### config.mk
export PLATFORM = sky130hd
export DESIGN_NAME = smac_layer_seq
export DESIGN_NICKNAME = d
export VERILOG_FILES = /design/src/rtl/smac_layer_seq.sv
export SDC_FILE = /design/constraint.sdc
export NUM_CORES = 1
export LEC_CHECK = 0
export CORE_MARGIN = 3
export CORE_UTILIZATION = 30
export DETAILED_ROUTE_END_ITERATION = 12
export PLACE_DENSITY_LB_ADDON = 0.08
export RECOVER_POWER = 100
export SYNTH_ARGS = -nofsm -noshare
export SYNTH_HDL_FRONTEND = slang
export SYNTH_SLANG_ARGS = --single-unit
### constraint.sdc
create_clock -name clk -period 6.1 [get_ports clk]
set_clock_uncertainty 0.15 [all_clocks]
set_input_delay 1.525 -clock clk [delete_from_list [all_inputs] [get_ports clk]]
set_output_delay 1.525 -clock clk [all_outputs]
set_load 0.005 [all_outputs]
### src/rtl/smac_layer_seq.sv
// Layer sequencer for the SMAC control unit: takes one layer configuration, gates the
// core with core_stall_n, and runs the fetch/store handshakes for every output tile.
module smac_layer_seq #(
   parameter int Pa  = 8,
   parameter int Pw  = 8,
   parameter int MNO = 288,
   parameter int MNV = 50176,
   parameter int TW  = 16
) (
   input  logic                        clk,
   input  logic                        rst,
   input  logic                        abort,
   input  logic                        cfg_valid,
   output logic                        cfg_ready,
   input  logic [$clog2(MNO)-1:0]      cfg_max_done,
   input  logic [$clog2(Pa*Pw)-1:0]    cfg_max_quant,
   input  logic [2:0]                  cfg_max_out,
   input  logic [2:0]                  cfg_max_relu,
   input  logic [2:0]                  cfg_max_fil_group,
   input  logic [$clog2(MNV)-1:0]      cfg_max_in_vol,
   input  logic                        cfg_par_sel_Pa,
   input  logic [1:0]                  cfg_par_sel_Pw,
   input  logic [TW-1:0]               cfg_n_tiles,
   output logic [$clog2(MNO)-1:0]      max_val_cnt_done,
   output logic [$clog2(Pa*Pw)-1:0]    max_val_cnt_quant,
   output logic [2:0]                  max_val_cnt_out,
   output logic [2:0]                  max_val_cnt_relu,
   output logic [2:0]                  max_val_fil_group,
   output logic [$clog2(MNV)-1:0]      max_val_in_vol,
   output logic                        par_sel_Pa,
   output logic [1:0]                  par_sel_Pw,
   output logic                        core_stall_n,
   input  logic                        update_in,
   input  logic                        update_out,
   output logic                        act_fetch_req,
   input  logic                        act_fetch_ack,
   output logic                        out_store_req,
   input  logic                        out_store_ack,
   output logic [TW-1:0]               tile_idx,
   output logic                        busy,
   output logic                        layer_done
);

   localparam int DW = $clog2(MNO);
   localparam int QW = $clog2(Pa*Pw);
   localparam int VW = $clog2(MNV);

   typedef enum logic [2:0] {
      S_IDLE, S_FETCH, S_COMPUTE, S_REFILL, S_STORE, S_DONE
   } state_t;

   state_t          state_reg, state_next;
   logic [TW-1:0]   tile_idx_reg, n_tiles_reg;
   logic [DW-1:0]   max_done_reg;
   logic [QW-1:0]   max_quant_reg;
   logic [2:0]      max_out_reg, max_relu_reg, max_fil_group_reg;
   logic [VW-1:0]   max_in_vol_reg;
   logic            par_sel_pa_reg;
   logic [1:0]      par_sel_pw_reg;
   logic            last_tile, cfg_accept, tile_advance;

   // Compared before the increment so the index stops at n_tiles-1 and never wraps.
   assign last_tile    = (tile_idx_reg == n_tiles_reg - TW'(1));
   assign cfg_accept   = (state_reg == S_IDLE) && cfg_valid && !abort;
   assign tile_advance = (state_reg == S_STORE) && out_store_ack && !last_tile && !abort;

   always_ff @(posedge clk or posedge rst) begin
      if (rst) begin
         state_reg <= S_IDLE;
      end else begin
         state_reg <= state_next;
      end
   end

   always_comb begin
      state_next = state_reg;
      unique case (state_reg)
         S_IDLE: begin
            if (cfg_valid) begin
               state_next = (cfg_n_tiles == '0) ? S_DONE : S_FETCH;
            end
         end
         S_FETCH, S_REFILL: begin
            if (act_fetch_ack) begin
               state_next = S_COMPUTE;
            end
         end
         S_COMPUTE: begin
            // A simultaneous update_in is absorbed by the next tile's FETCH.
            if (update_out) begin
               state_next = S_STORE;
            end else if (update_in) begin
               state_next = S_REFILL;
            end
         end
         S_STORE: begin
            if (out_store_ack) begin
               state_next = last_tile ? S_DONE : S_FETCH;
            end
         end
         S_DONE: begin
            state_next = S_IDLE;
         end
         default: begin
            state_next = S_IDLE;
         end
      endcase
      if (abort) begin
         state_next = S_IDLE;
      end
   end

   always_comb begin
      cfg_ready     = 1'b0;
      act_fetch_req = 1'b0;
      out_store_req = 1'b0;
      core_stall_n  = 1'b0;
      layer_done    = 1'b0;
      busy          = (state_reg != S_IDLE);
      unique case (state_reg)
         S_IDLE:             cfg_ready     = 1'b1;
         S_FETCH, S_REFILL:  act_fetch_req = 1'b1;
         S_COMPUTE:          core_stall_n  = 1'b1;
         S_STORE:            out_store_req = 1'b1;
         S_DONE:             layer_done    = 1'b1;
         default:            cfg_ready     = 1'b0;
      endcase
   end

   // Configuration survives abort; only reset clears it.
   always_ff @(posedge clk or posedge rst) begin
      if (rst) begin
         max_done_reg      <= '0;
         max_quant_reg     <= '0;
         max_out_reg       <= '0;
         max_relu_reg      <= '0;
         max_fil_group_reg <= '0;
         max_in_vol_reg    <= '0;
         par_sel_pa_reg    <= 1'b0;
         par_sel_pw_reg    <= '0;
         n_tiles_reg       <= '0;
      end else if (cfg_accept) begin
         max_done_reg      <= cfg_max_done;
         max_quant_reg     <= cfg_max_quant;
         max_out_reg       <= cfg_max_out;
         max_relu_reg      <= cfg_max_relu;
         max_fil_group_reg <= cfg_max_fil_group;
         max_in_vol_reg    <= cfg_max_in_vol;
         par_sel_pa_reg    <= cfg_par_sel_Pa;
         par_sel_pw_reg    <= cfg_par_sel_Pw;
         n_tiles_reg       <= cfg_n_tiles;
      end
   end

   always_ff @(posedge clk or posedge rst) begin
      if (rst) begin
         tile_idx_reg <= '0;
      end else if (cfg_accept) begin
         tile_idx_reg <= '0;
      end else if (tile_advance) begin
         tile_idx_reg <= tile_idx_reg + TW'(1);
      end
   end

   assign max_val_cnt_done  = max_done_reg;
   assign max_val_cnt_quant = max_quant_reg;
   assign max_val_cnt_out   = max_out_reg;
   assign max_val_cnt_relu  = max_relu_reg;
   assign max_val_fil_group = max_fil_group_reg;
   assign max_val_in_vol    = max_in_vol_reg;
   assign par_sel_Pa        = par_sel_pa_reg;
   assign par_sel_Pw        = par_sel_pw_reg;
   assign tile_idx          = tile_idx_reg;

endmodule
== After elaboration in Yosys (flattened, before gate mapping) ==
Index checks and enable logic that the tools add are counted.

* Flip-flop bits (word level): 78
* Latch bits: 0
* Memory bits (writable): 0
* Memory bits (read-only): 0
* Input bits: 67
* Output and inout bits: 65
* Word-level logic and storage cells: 52
* Memories kept: 0

* $add $sub $neg: 2
* Multipliers: 0
* Divide/modulo/power cells: 0
* Magnitude comparators: 0
* Equal/unequal tests: 10
* Shift-type cells: 0
* Muxes and demuxes: 16
* Bitwise logic cells: 0
* Reductions and logical operators: 13

{| class="wikitable"
|+ Operator list
! cell !! number
|-
| $mux 16 || 2
|-
| $mux 3 || 8
|-
| $add 16x1->16 const B || 1
|-
| $eq 16x16->1 || 1
|-
| $logic_not 16->1 || 1
|-
| $sub 16x1->16 const B || 1
|-
| $pmux 3 s4 || 1
|-
| $ne 3x3->1 const B || 3
|-
| $eq 3x2->1 const B || 2
|-
| $eq 3x3->1 const B || 2
|-
| $logic_and 1x1->1 || 5
|-
| $mux 1 || 5
|-
| $ne 4x4->1 const B || 1
|-
| $reduce_and 4->1 || 1
|-
| $eq 3x1->1 const B || 1
|-
| $logic_not 3->1 || 1
|-
| $reduce_bool 3->1 || 1
|-
| $logic_not 1->1 || 2
|-
| $reduce_bool 2->1 || 1
|-
| $reduce_or 2->1 || 1
|}

== Longest topological paths before layout ==
* Depth after elaboration: 7
* Mapped depth: 11
* Gate-level depth less buffers: 9

== Worst setup path after synthesis ==
OpenSTA, ideal clock, no wires.

* Path kind: in2reg
* From: in abort
* To: reg tile_idx_reg[10], in the netlist tile_idx[10]
* Library setup time: 0.078 ns
* Arrival time: 2.722 ns
* Required time: 5.872 ns
* Slack: 3.150 ns
* Stages on the path: 5
* Cell sequence: and3b_1 -> buf_4 -> nand2_1 -> or4_2 -> a21oi_1

* Cells in the longest elaborated chain, start to end: 3

{| class="wikitable"
|+ RTL lines
! item !! RTL line !! source
|-
| start, declared || 12 || <nowiki>input logic abort,</nowiki>
|-
| $logic_not 1->1 (*) || 64, 65 ||
|-
| $logic_and 1x1->1, on equally long branches || 64, 65 ||
|-
| $mux 16 / $reduce_bool 2->1 (equally long branches) || -- ||
|-
| end signal, assigned || 161 || <nowiki>tile_idx_reg <= tile_idx_reg + TW'(1);</nowiki>
|-
| end, declared || 53 || <nowiki>logic [TW-1:0] tile_idx_reg, n_tiles_reg;</nowiki>
|}

Mark *: on every way between the ends. The rest lies on a longest branch, timed or not.
A chain may end at the register's enable or synchronous reset.

== Final worst setup path ==
* From: in abort
* To: reg tile_idx_reg[13], in the netlist tile_idx[13]

Same word-level chain as after synthesis.

==> results.sh <==
export IMPL_grt_usage_pct=16.1
export IMPL_clock_sinks=78
export IMPL_crit_path_end_kind="register"
export IMPL_worstHoldStart="max_val_in_vol[14]"
export IMPL_slowest_delay_ns=1.57
export IMPL_worstRegToRegCells=10
export IMPL_syn_mean_instance_area_um2=8.75
export IMPL_r2r_slack_ns=2.14
export IMPL_ys_ff_latch=78
export IMPL_drt_total_wl_um=11200
export IMPL_worstHoldPathType="reg2reg"
export IMPL_fmax_ghz=0.228
export IMPL_r2r_end="tile_idx[10]"
export IMPL_final_antenna_net_count=0
export IMPL_drc_errors=0
export IMPL_firstDrtPassIters=5
export IMPL_synthCells=449
export IMPL_die_area_um2=14500
export IMPL_vias=3543
export IMPL_clk_latency_ns=0.34
export IMPL_gp_congestion=0.793
export IMPL_cts_max_path_buffers=2
export IMPL_fill_cells=1293
export IMPL_synth_nets=518
export IMPL_cts_tree="done"
export IMPL_synthTopCellsByArea="dfrtp_1 50%, nand2_1 18%, xnor2_1 2.0%, a21oi_1 1.9%, o21ai_0 1.8%"
export IMPL_grt_overflow_total=0
export IMPL_dp_hpwl_um=8000
export IMPL_hold_viol=0
export IMPL_cap_violations=2
export IMPL_synth_cell_types=52
export IMPL_worstSetupStartpointType="primary input"
export IMPL_initial_utilization_pct=30.9
export IMPL_grt_pass1_wl_um=18300
export IMPL_powerDensity_nw_per_um2=301
export IMPL_pin_count=132
export IMPL_path_cells="dlygate4sd3_1 -> nor3b_1 -> clkbuf_1 -> or4_2 -> nand2_1"
export IMPL_io_buffers=131
export IMPL_multiInputGateArea_um2=1830
export IMPL_grt_pass1_vias=3525
export IMPL_worstPathRequired_ns=6.18
export IMPL_status="finished, violations left"
export IMPL_drive_above_1_share_pct=5.86
export IMPL_antenna_found_initial=0
export IMPL_syn2layout_area_growth_pct=45.1
export IMPL_reg2reg_from="n_tiles_reg[0]"
export IMPL_num_rows=41
export IMPL_ff_latch_area_um2=1950
export IMPL_netlist_area_um2=3930
export IMPL_fp_dieH_um=120
export IMPL_worstPathMaxFanout=48
export IMPL_wl_per_cell_um=14.8
export IMPL_fin_crit_ns=4.38
export IMPL_antenna_cells=0
export IMPL_rsz0062_at_grt="no"
export IMPL_worstMarginPinSlew_ns=2.16
export IMPL_post_cts_resized=0
export IMPL_synth_most_common_cell="nand2_1"
export IMPL_critical_path_class="in2reg"
export IMPL_layout_nets=644
export IMPL_ir_worst_vdd_mv=0.226
export IMPL_core_um2=12700
export IMPL_cts_root_buffer="clkbuf_16"
export IMPL_violations="capacitance limit, slew limit"
export IMPL_crit_slowest_cell="clkbuf_1"
export IMPL_synthTopCellsByCount="187 x nand2_1, 78 x dfrtp_1, 15 x a21oi_1, 15 x clkbuf_1, 14 x o21ai_0"
export IMPL_synth_edf_count=0
export IMPL_ys_flop_type="dfrtp_1"
export IMPL_holdPathEnd="max_val_in_vol[14]"
export IMPL_setup_viol=0
export IMPL_cts_setup_buffers=0
export IMPL_yosysTopAreaCellShare_pct=49.7
export IMPL_drt_iter0_drc=256
export IMPL_synth_seq_area_share_pct=49.7
export IMPL_grt_max_degree=52
export IMPL_yosys_warnings=0
export IMPL_dieWidth_um=120
export IMPL_crit_arrival_ns=4.46
export IMPL_relSlewSlack_pct=-43.8
export IMPL_viasPerCell=4.71
export IMPL_synthArstFlopShare_pct=100
export IMPL_setup_tns_final_ns=0
export IMPL_p_leak_nw=2.63
export IMPL_cts_hold_buf=0
export IMPL_finalCritPeriodShare_pct=71.8
export IMPL_yosysTopAreaCell="dfrtp_1"
export IMPL_holdPathStages=2
export IMPL_total_power_w=0.00172
export IMPL_cts_reportedPaths_clkPinSlew_ns=0.06
export IMPL_cts_buffers=9
export IMPL_slew_violations=93
export IMPL_htreeDepth=3
## layout make-up
| class | instances | share of cell area (%) |
|---|---|---|
| multi-input combinational | 345 | 32.2 |
| timing repair buffer | 136 | 23.5 |
| clock buffer | 11 | 4.08 |
| inverter | 5 | 0.329 |
| sequential | 78 | 34.2 |
| clock inverter | 5 | 1.89 |
| tap | 172 | 3.77 |
## metrics by stage
step	cells	hold slack (ns)	utilization, %	setup slack (ns)	area [um^2]
floorplan	449	0.315	-	2.43	3930
global placement	736	0.306	42.2	2.38	5370
detailed placement	736	0.311	42.2	2.34	5370
CTS	752	0.327	44.9	2.53	5710
global route	752	0.335	44.8	1.49	5700
finish	752	0.315	44.8	1.72	5700
## critical path: cells and delay by family
kind	cells	cell delay, ns
AND/OR/NAND/NOR	3	0.69
buffers and inverters	2	2.21
## report_power, final
group	internal, W	leakage (nW)	switching (W)
Clock	0.000401	0.164	0.000216
Sequential	0.000611	0.997	0.0000797
Combinational	0.000222	1.47	0.000189
Total	0.00123	2.63	0.000484
## cells by family (layout without fill, tap and decap cells)
| group | Yosys count | after routing | synth area share (%) |
|---|---|---|---|
| muxes | 3 | 3 | 0.764 |
| DFF | 78 | 78 | 49.7 |
| adders and majority gates | 2 | 2 | 0.637 |
| and+or+nand+nor | 268 | 268 | 32.2 |
| xor gates and xnor gates | 16 | 16 | 3.57 |
| AOI/OAI and AO/OA | 56 | 56 | 9.55 |
| buffers and inverters | 26 | 157 | 3.63 |
## metal layers
metal,global-route usage [%],vias to the layer above,part of all wire (%)
met5,0,-,0
met4,3.90,0,0.91
met3,8.70,7,10
met2,24.8,105,45
met1,19.8,1645,44
li1,-,1786,-
## placed cells by master, fill, tap and decap left out, types with 5 or more instances in the layout
master           count
o211ai_1             5
xor2_1               7
clkdlybuf4s50_1     64
o21ai_0             14
nand3_1              6
nor2_1               8
dlygate4sd3_1       67
clkbuf_16            9
or3_2                5
nand2_1            187
or4_2                6
a21oi_1             15
nor3_1               6
nor4_1               8
xnor2_1              9
dfrtp_1             78
o31ai_1              8
inv_1                5
## worst max-delay path by stage
| stage | endpoint | from | slack [ns] |
|---|---|---|---|
| after floorplan | max_val_cnt_done[0] | rst | 2.43 |
| after detailed placement | tile_idx[1] | abort | 2.34 |
| after CTS | cfg_ready | state_reg[0] | 2.53 |
| final | tile_idx[13] | abort | 1.72 |
| after global routing | tile_idx[13] | abort | 1.49 |
| after global placement | tile_idx[2] | abort | 2.38 |
(Power assumes the default switching activity.)
